File: config.mk
export PLATFORM = sky130hd
export DESIGN_NAME = alu_result_serializer_flat
export DESIGN_NICKNAME = d
export VERILOG_FILES = /design/src/rtl/alu_ser_pkg.sv /design/src/rtl/alu_ser_if.sv /design/src/rtl/alu_ser_fifo.sv /design/src/rtl/alu_result_serializer.sv /design/src/flat_wrapper.sv
export SDC_FILE = /design/constraint.sdc
export NUM_CORES = 1
export LEC_CHECK = 0
export CORE_UTILIZATION = 35
export CTS_BUF_LIST = sky130_fd_sc_hd__clkbuf_2 sky130_fd_sc_hd__clkbuf_4 sky130_fd_sc_hd__clkbuf_8
export DETAILED_ROUTE_END_ITERATION = 7
export PLACE_DENSITY = 0.55
export SETUP_SLACK_MARGIN = 0.1
export SLEW_MARGIN = 20
export SYNTH_ARGS = -nofsm -noshare
export SYNTH_HDL_FRONTEND = slang
export SYNTH_SLANG_ARGS = --single-unit
File: constraint.sdc
create_clock -name clk -period 3.5 [get_ports clk]
set_input_delay 0.525 -clock clk [delete_from_list [all_inputs] [get_ports clk]]
set_output_delay 0.525 -clock clk [all_outputs]
set_load 0.005 [all_outputs]
File: src/rtl/alu_ser_pkg.sv
// alu_ser_pkg
// Shared definitions for the ALU result serializer slice: the default
// geometry constants and the serializer FSM state encoding. The encoding
// is fixed so that a logic analyser probing the state register sees
// stable codes across builds.
package alu_ser_pkg;

  // Default result width, FIFO depth and clock cycles per serial bit
  localparam int DEFAULT_DATA_W = 8;
  localparam int DEFAULT_DEPTH  = 2;
  localparam int DEFAULT_DIV    = 4;

  // Serializer FSM states
  typedef enum logic [2:0] {
    ST_IDLE   = 3'd0,
    ST_LOAD   = 3'd1,
    ST_SHIFT  = 3'd2,
    ST_PARITY = 3'd3,
    ST_GAP    = 3'd4
  } serState_t;

endpackage

File: src/rtl/alu_ser_if.sv
// alu_ser_if
// Valid/ready handshake bundle carrying ALU results into the serializer.
//   in_valid : producer has a result on in_data
//   in_ready : serializer FIFO can take a result this cycle
//   in_data  : DATA_W-bit ALU result
// Modports:
//   master : the producer (ALU side or testbench)
//   slave  : the serializer
interface alu_ser_if #(
  parameter int DATA_W = alu_ser_pkg::DEFAULT_DATA_W
) ();

  logic              in_valid;
  logic              in_ready;
  logic [DATA_W-1:0] in_data;

  modport master (
    output in_valid,
    output in_data,
    input  in_ready
  );

  modport slave (
    input  in_valid,
    input  in_data,
    output in_ready
  );

endinterface

File: src/rtl/alu_ser_fifo.sv
// alu_ser_fifo
// DEPTH-entry synchronous FIFO buffering ALU results ahead of the
// serializer. Pointers carry one extra wrap bit so full and empty can be
// told apart without a separate counter.
// Ports:
//   clk, rst_n  : clock, asynchronous active-low reset (empties the FIFO)
//   i_ena       : global enable; low holds both pointers
//   i_push      : write i_pushData this cycle (ignored when full)
//   i_pushData  : data to write
//   i_pop       : drop the head entry this cycle (ignored when empty)
//   o_popData   : current head entry
//   o_full      : all DEPTH entries occupied
//   o_empty     : no entries held
module alu_ser_fifo import alu_ser_pkg::*; #(
  parameter int DATA_W = DEFAULT_DATA_W,
  parameter int DEPTH  = DEFAULT_DEPTH
) (
  input  logic              clk,
  input  logic              rst_n,
  input  logic              i_ena,
  input  logic              i_push,
  input  logic [DATA_W-1:0] i_pushData,
  input  logic              i_pop,
  output logic [DATA_W-1:0] o_popData,
  output logic              o_full,
  output logic              o_empty
);

  localparam int AW = $clog2(DEPTH);
  localparam int PW = AW + 1;

  logic [DATA_W-1:0] r_mem [DEPTH];
  logic [PW-1:0]     r_wrPtr;
  logic [PW-1:0]     r_rdPtr;
  logic              w_push;
  logic              w_pop;

  assign w_push = i_ena && i_push && !o_full;
  assign w_pop  = i_ena && i_pop && !o_empty;

  // Same index with differing wrap bits means the writer has lapped the reader
  assign o_empty   = (r_wrPtr == r_rdPtr);
  assign o_full    = (r_wrPtr[AW-1:0] == r_rdPtr[AW-1:0]) &&
                     (r_wrPtr[AW] != r_rdPtr[AW]);
  assign o_popData = r_mem[r_rdPtr[AW-1:0]];

  // Pointer update; reset returns both pointers to zero so the FIFO
  // comes back empty even if reset lands in the middle of a burst
  always_ff @(posedge clk or negedge rst_n) begin
    if (!rst_n) begin
      r_wrPtr <= '0;
      r_rdPtr <= '0;
    end else begin
      if (w_push) begin
        r_wrPtr <= r_wrPtr + PW'(1);
      end
      if (w_pop) begin
        r_rdPtr <= r_rdPtr + PW'(1);
      end
    end
  end

  // Storage array; contents need no reset because empty pointers hide them
  always_ff @(posedge clk) begin
    if (w_push) begin
      r_mem[r_wrPtr[AW-1:0]] <= i_pushData;
    end
  end

endmodule

File: src/rtl/alu_result_serializer.sv
// alu_result_serializer
// Takes ALU results over a valid/ready handshake, buffers them in a small
// FIFO and shifts each one out MSB-first on a single pin followed by an
// even-parity bit. Each bit lasts DIV clock cycles; ser_clk is low for the
// first half of a bit and high for the second half, so an external reader
// can sample ser_data on the ser_clk rising edge. ser_frame brackets the
// data and parity bits, and one idle bit period (GAP) separates frames.
// Ports:
//   clk, rst_n : clock, asynchronous active-low reset
//   ena        : global enable; low freezes every register
//   bus        : alu_ser_if slave (in_valid, in_ready, in_data)
//   ser_data   : serial bit, MSB first, then parity
//   ser_clk    : bit strobe, high in the second half of each bit
//   ser_frame  : high across the data and parity bits of a frame
//   busy       : FIFO holds results or a frame is in flight
module alu_result_serializer import alu_ser_pkg::*; #(
  parameter int DATA_W = DEFAULT_DATA_W,
  parameter int DEPTH  = DEFAULT_DEPTH,
  parameter int DIV    = DEFAULT_DIV
) (
  input  logic     clk,
  input  logic     rst_n,
  input  logic     ena,
  alu_ser_if.slave bus,
  output logic     ser_data,
  output logic     ser_clk,
  output logic     ser_frame,
  output logic     busy
);

  localparam int DIV_W = $clog2(DIV);
  localparam int BIT_W = $clog2(DATA_W + 1);

  localparam logic [DIV_W-1:0] DIV_LAST  = DIV_W'(DIV - 1);
  localparam logic [DIV_W-1:0] DIV_HALF  = DIV_W'(DIV / 2);
  localparam logic [BIT_W-1:0] BIT_LAST  = BIT_W'(DATA_W - 1);
  localparam logic [BIT_W-1:0] BIT_PAR   = BIT_W'(DATA_W);

  serState_t         r_state;
  logic [DIV_W-1:0]  r_divCnt;
  logic [BIT_W-1:0]  r_bitCnt;
  logic [DATA_W-1:0] r_shift;
  logic              r_parity;
  logic              r_serData;
  logic              r_serClk;
  logic              r_serFrame;
  logic              r_busy;
  logic              r_started;

  logic              w_full;
  logic              w_empty;
  logic              w_push;
  logic              w_pop;
  logic [DATA_W-1:0] w_head;
  logic [DIV_W-1:0]  w_divNext;

  // in_ready looks only at the registered full flag, so a pop in the same
  // cycle never re-opens a full FIFO; r_started keeps it low until the
  // first clock edge after reset
  assign bus.in_ready = ena && !w_full && r_started;
  assign w_push       = bus.in_valid && bus.in_ready;
  assign w_pop        = ena && (r_state == ST_LOAD);
  assign w_divNext    = r_divCnt + DIV_W'(1);

  assign ser_data  = r_serData;
  assign ser_clk   = r_serClk;
  assign ser_frame = r_serFrame;
  assign busy      = r_busy;

  alu_ser_fifo #(
    .DATA_W (DATA_W),
    .DEPTH  (DEPTH)
  ) u_fifo (
    .clk        (clk),
    .rst_n      (rst_n),
    .i_ena      (ena),
    .i_push     (w_push),
    .i_pushData (bus.in_data),
    .i_pop      (w_pop),
    .o_popData  (w_head),
    .o_full     (w_full),
    .o_empty    (w_empty)
  );

  // Marks that at least one clock edge has been seen since reset released
  always_ff @(posedge clk or negedge rst_n) begin
    if (!rst_n) begin
      r_started <= 1'b0;
    end else begin
      r_started <= 1'b1;
    end
  end

  // Serializer FSM with the divide counter, bit counter, shift register,
  // parity register and all serial outputs registered together. Every
  // output is set on the edge that enters the cycle it describes, so
  // ser_clk is computed from the divide count about to be loaded.
  // The bit counter runs 0..DATA_W across the data bits and the parity
  // bit, wrapping to 0 as the frame closes. When GAP finishes with more
  // results queued the FSM goes straight to LOAD, so back-to-back frames
  // are separated only by GAP plus the one LOAD cycle.
  always_ff @(posedge clk or negedge rst_n) begin
    if (!rst_n) begin
      r_state    <= ST_IDLE;
      r_divCnt   <= '0;
      r_bitCnt   <= '0;
      r_shift    <= '0;
      r_parity   <= 1'b0;
      r_serData  <= 1'b0;
      r_serClk   <= 1'b0;
      r_serFrame <= 1'b0;
      r_busy     <= 1'b0;
    end else if (ena) begin
      unique case (r_state)
        ST_IDLE: begin
          r_busy <= !w_empty || w_push;
          if (!w_empty) begin
            r_state <= ST_LOAD;
          end
        end

        ST_LOAD: begin
          r_shift    <= {w_head[DATA_W-2:0], 1'b0};
          r_serData  <= w_head[DATA_W-1];
          r_parity   <= ^w_head;
          r_serFrame <= 1'b1;
          r_serClk   <= 1'b0;
          r_divCnt   <= '0;
          r_bitCnt   <= '0;
          r_busy     <= 1'b1;
          r_state    <= ST_SHIFT;
        end

        ST_SHIFT, ST_PARITY: begin
          r_busy <= 1'b1;
          if (r_divCnt == DIV_LAST) begin
            r_divCnt <= '0;
            r_serClk <= 1'b0;
            if (r_bitCnt == BIT_PAR) begin
              r_bitCnt   <= '0;
              r_serFrame <= 1'b0;
              r_serData  <= 1'b0;
              r_state    <= ST_GAP;
            end else begin
              r_bitCnt <= r_bitCnt + BIT_W'(1);
              if (r_bitCnt == BIT_LAST) begin
                r_serData <= r_parity;
                r_state   <= ST_PARITY;
              end else begin
                r_serData <= r_shift[DATA_W-1];
                r_shift   <= r_shift << 1;
              end
            end
          end else begin
            r_divCnt <= w_divNext;
            r_serClk <= (w_divNext >= DIV_HALF);
          end
        end

        ST_GAP: begin
          if (r_divCnt == DIV_LAST) begin
            r_divCnt <= '0;
            if (!w_empty) begin
              r_state <= ST_LOAD;
              r_busy  <= 1'b1;
            end else begin
              r_state <= ST_IDLE;
              r_busy  <= w_push;
            end
          end else begin
            r_divCnt <= w_divNext;
            r_busy   <= 1'b1;
          end
        end

        default: begin
          r_state <= ST_IDLE;
        end
      endcase
    end
  end

endmodule

File: src/flat_wrapper.sv
// flat-port wrapper written by rule: the top's interface ports become plain ports
module alu_result_serializer_flat import alu_ser_pkg::*;
#(
  parameter int DATA_W = DEFAULT_DATA_W,
  parameter int DEPTH  = DEFAULT_DEPTH,
  parameter int DIV    = DEFAULT_DIV
)
  (clk, rst_n, ena, ser_data, ser_clk, ser_frame, busy, bus_in_valid, bus_in_data, bus_in_ready);
  alu_ser_if #(.DATA_W(DATA_W)) bus_i ();
  input  logic clk;
  input  logic rst_n;
  input  logic ena;
  output logic ser_data;
  output logic ser_clk;
  output logic ser_frame;
  output logic busy;
  input wire logic [$bits(bus_i.in_valid)-1:0] bus_in_valid;
  input wire logic [$bits(bus_i.in_data)-1:0] bus_in_data;
  output wire logic [$bits(bus_i.in_ready)-1:0] bus_in_ready;
  assign bus_i.in_valid = bus_in_valid;
  assign bus_i.in_data = bus_in_data;
  assign bus_in_ready = bus_i.in_ready;
  alu_result_serializer #(.DATA_W(DATA_W), .DEPTH(DEPTH), .DIV(DIV)) u_core (.clk(clk), .rst_n(rst_n), .ena(ena), .bus(bus_i), .ser_data(ser_data), .ser_clk(ser_clk), .ser_frame(ser_frame), .busy(busy));
endmodule
==> results of run 1 <==
routing by layer:
metal | GRT usage, % | part of all wire (%) | wire length (um)
met1 | 17.94 | 52 | 1747
met2 | 20.09 | 45 | 1509
met3 | 3.605 | 2.3 | 77
met4 | 4.444 | 1.3 | 44
met5 | 0 | 0 | 0
cells in the mapped netlist (all sizes together):
library cell   n
nor2b          1
mux2           8
conb           1
mux2i         10
nand2b         5
edfxtp        16
nor2           6
xnor2         13
a31oi          1
a21oi          7
nand3b         2
ha             3
o22a           1
a22oi          1
dfrtp         26
a21o           2
o21ai         20
buf            5
a21boi         1
clkbuf         2
inv            4
nand2         22
o31ai          2
nor4           2
or2            1
or3b           1
xor2           2
and3           3
nand3          4
nor4b          1
logic make-up (layout without fill, tap and decap cells):
group	count (synthesis)	count (layout)	synth area share (%)
flops	42	42	55.84
mux	18	18	9.574
buf+inv	11	30	3.088
xor+xnor	15	15	6.486
fa+ha+maj	3	3	1.853
simple gates	48	48	13.16
other cells	1	1	0.1851
compound gates	35	35	9.821
state kept, by name, indices dropped and copies added, names as in the netlist:
register               cells
u_core.u_fifo.r_mem       16
u_core.r_shift             7
u_core.r_bitCnt            4
u_core.r_state             3
u_core.r_divCnt            2
u_core.u_fifo.r_rdPtr      2
u_core.u_fifo.r_wrPtr      2
u_core.busy                1
u_core.r_parity            1
u_core.r_started           1
u_core.ser_clk             1
u_core.ser_data            1
u_core.ser_frame           1
power by group:
part | internal (uW) | leakage (uW) | switching (uW)
logic | 422 | 0.000399 | 410
clock network | 140 | 0.0000441 | 174
registers | 665 | 0.000462 | 172
worst max-delay path, delay by kind of cell, from the launching register on:
family,cells,cell delay [ns]
buf+inv,1,0.56
compound gates,1,0.28
xor+xnor,1,0.23
flops,1,0.72
metrics by stage:
| stage | setup WS, ns | hold slack, ns | area [sq um] |
|---|---|---|---|
| floorplan | 1.677 | 0.2294 | 2026 |
| global placement | 0.9957 | 0.4670 | 2243 |
| detailed placement | 0.9185 | 0.4738 | 2243 |
| CTS | 0.8565 | 0.4929 | 2333 |
| global route | 0.7897 | 0.5274 | 2333 |
| finish | 0.8979 | 0.4901 | 2333 |
area by class of cell:
cell class,instances,share of cell area [%]
Clock buffer,5,2.949
Clock inverter,3,0.9115
Inverter,4,0.6434
Multi-Input combinational cell,120,35.66
Sequential cell,42,48.47
Tap cell,72,3.861
Timing Repair Buffer,18,7.507
worst max-delay path by stage:
stage / end / cells past startpoint
floorplan: u_core.u_fifo.r_mem[0][0]$_DFFE_PP_ / 5
CTS: bus_in_ready / 3
global placement: bus_in_ready / 4
detailed placement: u_core.u_fifo.r_mem[0][3]$_DFFE_PP_ / 5
finish: bus_in_ready / 3
global route: bus_in_ready / 3
cell usage in the layout (no fill, tap or decap), drive strengths merged:
cell	n
dfrtp	26
nand2	22
o21ai	20
clkdlybuf4s50	16
edfxtp	16
xnor2	13
mux2i	10
mux2	8
a21oi	7
nor2	6
clkbuf	5
nand2b	5
inv	4
nand3	4
and3	3
ha	3
xor2	2
nand3b	2
a21o	2
o31ai	2
buf	2
nor4	2
clkinv	2
or3b	1
nor2b	1
nor4b	1
or2	1
a31oi	1
o22a	1
a21boi	1
a22oi	1
clkinvlp	1
conb	1
==> flow_summary.json, run 1 <==
{
  "syn-instance-count": 173,
  "gp_congestion": 0.7840,
  "clock_sinks": 42,
  "diodes": 0,
  "h-tree-depth": 2,
  "crit_start": "u_core.u_fifo.r_rdPtr[0]$_DFFE_PN0P_",
  "crit_type": "reg -> out",
  "grtUsageTotal_pct": 13.14,
  "clock.fmax_ghz": 0.3843,
  "arrival_ns": 2.08,
  "hold_end": "u_core.ser_frame$_DFFE_PN0P_",
  "grt_start_max_net_pins": 27,
  "fin_crit_ns": 2.602,
  "io_pins": 17,
  "nets": 206,
  "drcViolationCount": 0,
  "place_inst": 256,
  "dr.pass1.iters": 4,
  "grt-ovfl-total": 0,
  "ant_nets": 0,
  "synth_area_per_cell_sq_um": 11.71,
  "ys_ff_latch": 42,
  "setup_viol": 0,
  "fin_cells": 264,
  "cts_made_buffers": 5,
  "critPathLaunchType": "register",
  "worstPathRequired_ns": 2.97,
  "rrSetupSlack_ns": 1.25,
  "netlist_area_sq_um": 2026,
  "holdPathStages": 1,
  "path_cells": "xnor2_1, a21oi_1, clkdlybuf4s50_1",
  "grt_setup_unrepaired": "false",
  "synth_top_area_cell": "dfrtp_1",
  "grt_pass1_wl_um": 6223,
  "coreArea_sq_um": 5540,
  "cts_hold_buf": 0,
  "synthesis.nets": 188,
  "die_area_sq_um": 6096,
  "yosysUniqueCellTypes": 40,
  "hold_viol": 0,
  "synth-seq-area-share_pct": 55.84,
  "post_cts_resized": 0,
  "num-fill-cells": 546,
  "die_y_um": 78.08,
  "root_buffer": "clkbuf_8",
  "via_per_inst": 4.792,
  "crit_fanout": 11,
  "finalPower_uw": 1983,
  "slowest_stage": "dfrtp_1",
  "ir_drop_mv": 0.3358,
  "slew_viol_final": 0,
  "port_buffers": 16,
  "vias": 1265,
  "status": "completed",
  "drive_gt1_share_pct": 12.50,
  "maxSlewHeadroom_pct": 57.18,
  "rr_worst_depth": 4,
  "routed_wl_um": 3378,
  "leakage_uw": 0.0009051,
  "r2r-end": "u_core.u_fifo.r_mem[0][0]$_DFFE_PP_",
  "setup_tns_ns": 0,
  "die-width_um": 78.08,
  "tightestPinTransition_ns": 0.6399,
  "slowest_delay_ns": 0.72,
  "holdCritStartpoint": "u_core.ser_frame$_DFFE_PN0P_",
  "cts_buffer_depth": 2,
  "synth_top_area_share_pct": 32.12,
  "hpwl_um": 2452,
  "grt_pass1_vias": 1305,
  "cts_tree": "done",
  "utilization_pct": 42.12,
  "syn_to_final_growth_pct": 15.19,
  "fin_skew_ns": 0.005783,
  "min_period_over_period_pct": 74.35,
  "path_clk_slew_ns": 0.09,
  "crit_path_end_kind": "output port",
  "drt-initial-drc-count": 96,
  "r2r-start": "u_core.u_fifo.r_rdPtr[0]$_DFFE_PN0P_",
  "powerDensity_nw_per_um2": 850.0,
  "multiInputGateArea_sq_um": 832.0,
  "synth.top_cells.by_area": "dfrtp_1, edfxtp_1, xnor2_1",
  "post_cts_buffers": 0,
  "start_util_pct": 36.56,
  "area.sequential_sq_um": 1131,
  "hp-class": "reg -> reg",
  "ys_warn_count": 0,
  "worstSkewPairLatency_ns": 0.29,
  "antenna_found_initial": 0,
  "routedWlPerCell_um": 12.80,
  "drv_cap": 0,
  "rows": 27
}
(Power assumes the default switching activity.)
==> inputs of run 2 (changes only) <==
==> constraint.sdc (replaced) <==
create_clock -name clk -period 2.41 [get_ports clk]
set_input_delay 0.3615 -clock clk [delete_from_list [all_inputs] [get_ports clk]]
set_output_delay 0.3615 -clock clk [all_outputs]
set_load 0.005 [all_outputs]
==> run 2 against run 1 <==
Effect of this change: final cell count increased by 1.9%; clock skew is 0.0010 ns higher; total power is 54% higher; sequential share of layout area fell by 1.2 points; worst setup slack got worse by 0.51 ns; non-clock buffer count is 5 higher; register-to-register slack got worse by 0.76 ns; die area did not move; clock power grew 81%; critical path depth stayed put; via count increased by 0.47%; clock-buffer cell count is the same; critical endpoint unchanged.
==> flow_summary.json, run 2 (synthesis gave the netlist of run 1 again) <==
{
  "path_clk_slew_ns": 0.09,
  "setup_viol": 0,
  "utilization_pct": 43.20,
  "num-fill-cells": 536,
  "vias": 1271,
  "drive_gt1_share_pct": 14.72,
  "crit_fanout": 4,
  "h-tree-depth": 2,
  "syn_to_final_growth_pct": 18.16,
  "area.sequential_sq_um": 1131,
  "fin_crit_ns": 2.018,
  "coreArea_sq_um": 5540,
  "ant_nets": 0,
  "fin_skew_ns": 0.006827,
  "antenna_found_initial": 0,
  "leakage_uw": 0.0009442,
  "min_period_over_period_pct": 83.72,
  "die_y_um": 78.08,
  "io_pins": 17,
  "cts_tree": "done",
  "grt_setup_unrepaired": "false",
  "crit_path_end_kind": "output port",
  "grt_pass1_wl_um": 6272,
  "finalPower_uw": 3052,
  "cts_made_buffers": 5,
  "grt_start_max_net_pins": 27,
  "grtUsageTotal_pct": 13.28,
  "root_buffer": "clkbuf_8",
  "routed_wl_um": 3442,
  "crit_start": "u_core.u_fifo.r_wrPtr[0]$_DFFE_PN0P_",
  "rr_worst_depth": 4,
  "worstPathRequired_ns": 2.05,
  "hp-class": "in -> async",
  "die-width_um": 78.08,
  "r2r-start": "u_core.r_state[2]$_DFFE_PN0P_",
  "mostFrequentLayoutCells": "dfrtp_1, nand2_1, o21ai_0",
  "clock.fmax_ghz": 0.4956,
  "multiInputGateArea_sq_um": 832.0,
  "nets": 211,
  "powerDensity_nw_per_um2": 1275,
  "cts_buffer_depth": 2,
  "routedWlPerCell_um": 12.80,
  "crit_type": "reg -> out",
  "critPathLaunchType": "register",
  "port_buffers": 16,
  "drcViolationCount": 0,
  "gp_congestion": 0.7393,
  "largest_reg_flops": 16,
  "r2r-end": "u_core.r_state[0]$_DFFE_PN0P_",
  "ir_drop_mv": 0.4520,
  "hold_viol": 0,
  "start_util_pct": 36.56,
  "drt-initial-drc-count": 66,
  "grt_pass1_vias": 1308,
  "diodes": 0,
  "rows": 27,
  "worstSkewPairLatency_ns": 0.30,
  "die_area_sq_um": 6096,
  "rrSetupSlack_ns": 0.49,
  "arrival_ns": 1.66,
  "final_common_cell": "dfrtp_1",
  "via_per_inst": 4.725,
  "post_cts_buffers": 0,
  "endpoint": "bus_in_ready",
  "cts_hold_buf": 0,
  "status": "completed",
  "post_cts_resized": 0,
  "clock_sinks": 42,
  "grt-ovfl-total": 0,
  "hpwl_um": 2517,
  "setup_tns_ns": 0,
  "drv_cap": 0,
  "slew_viol_final": 0,
  "dr.pass1.iters": 4
}
[run 2: worst max-delay path, stage by stage (launching register included)]
cell and delay (ns):
dfrtp_1 0.43, xnor2_1 0.18, a21oi_1 0.22, clkdlybuf4s50_1 0.54
[run 2: area by class of cell]
class,instances,area share (%)
sequential,42,47.26
multi-input combinational,120,34.76
timing repair buffer,23,8.887
tap,72,3.764
clock buffer,5,2.875
clock inverter,3,1.830
inverter,4,0.6273
[run 2: layer usage]
metal  vias up  part of all wire (%)  GRT usage, %
li1        650                     -             -
met1       600                    51         18.34
met2        17                    45         20.00
met3         4                   2.5         3.488
met4         0                   1.1         4.815
met5         -                     0             0
[run 2: how the worst min path moves through the flow]
stage | startpoint | endpoint | slack (ns) | cells past startpoint
after floorplan | rst_n | u_core.busy$_DFFE_PN0P_ | 0.07 | 0
after global placement | u_core.ser_frame$_DFFE_PN0P_ | u_core.ser_frame$_DFFE_PN0P_ | 0.46 | 1
after detailed placement | u_core.r_shift[1]$_DFFE_PN0P_ | u_core.r_shift[1]$_DFFE_PN0P_ | 0.48 | 2
after CTS | rst_n | u_core.r_divCnt[1]$_DFFE_PN0P_ | 0.44 | 2
after global routing | rst_n | u_core.r_divCnt[1]$_DFFE_PN0P_ | 0.47 | 2
final | rst_n | u_core.busy$_DFFE_PN0P_ | 0.43 | 2
[run 2: power breakdown]
| group | leakage [uW] | switching (uW) | total [uW] | internal [uW] |
|---|---|---|---|---|
| sequential | 0.000462 | 217 | 1180 | 967 |
| clock | 0.0000585 | 256 | 567 | 311 |
| combinational | 0.000423 | 659 | 1300 | 641 |
| total | 0.000944 | 1130 | 3050 | 1920 |
[run 2: per-stage QoR]
| stage | setup slack (ns) | hold slack, ns | instance area [sq um] | instances |
|---|---|---|---|---|
| after CTS | 0.3738 | 0.4446 | 2394 | 269 |
| after global placement | 0.3963 | 0.4631 | 2281 | 261 |
| after detailed placement | 0.3901 | 0.4781 | 2281 | 261 |
| after global routing | 0.2899 | 0.4693 | 2394 | 269 |
| after floorplan | 0.6775 | 0.06591 | 2026 | 173 |
| final | 0.3924 | 0.4334 | 2394 | 269 |
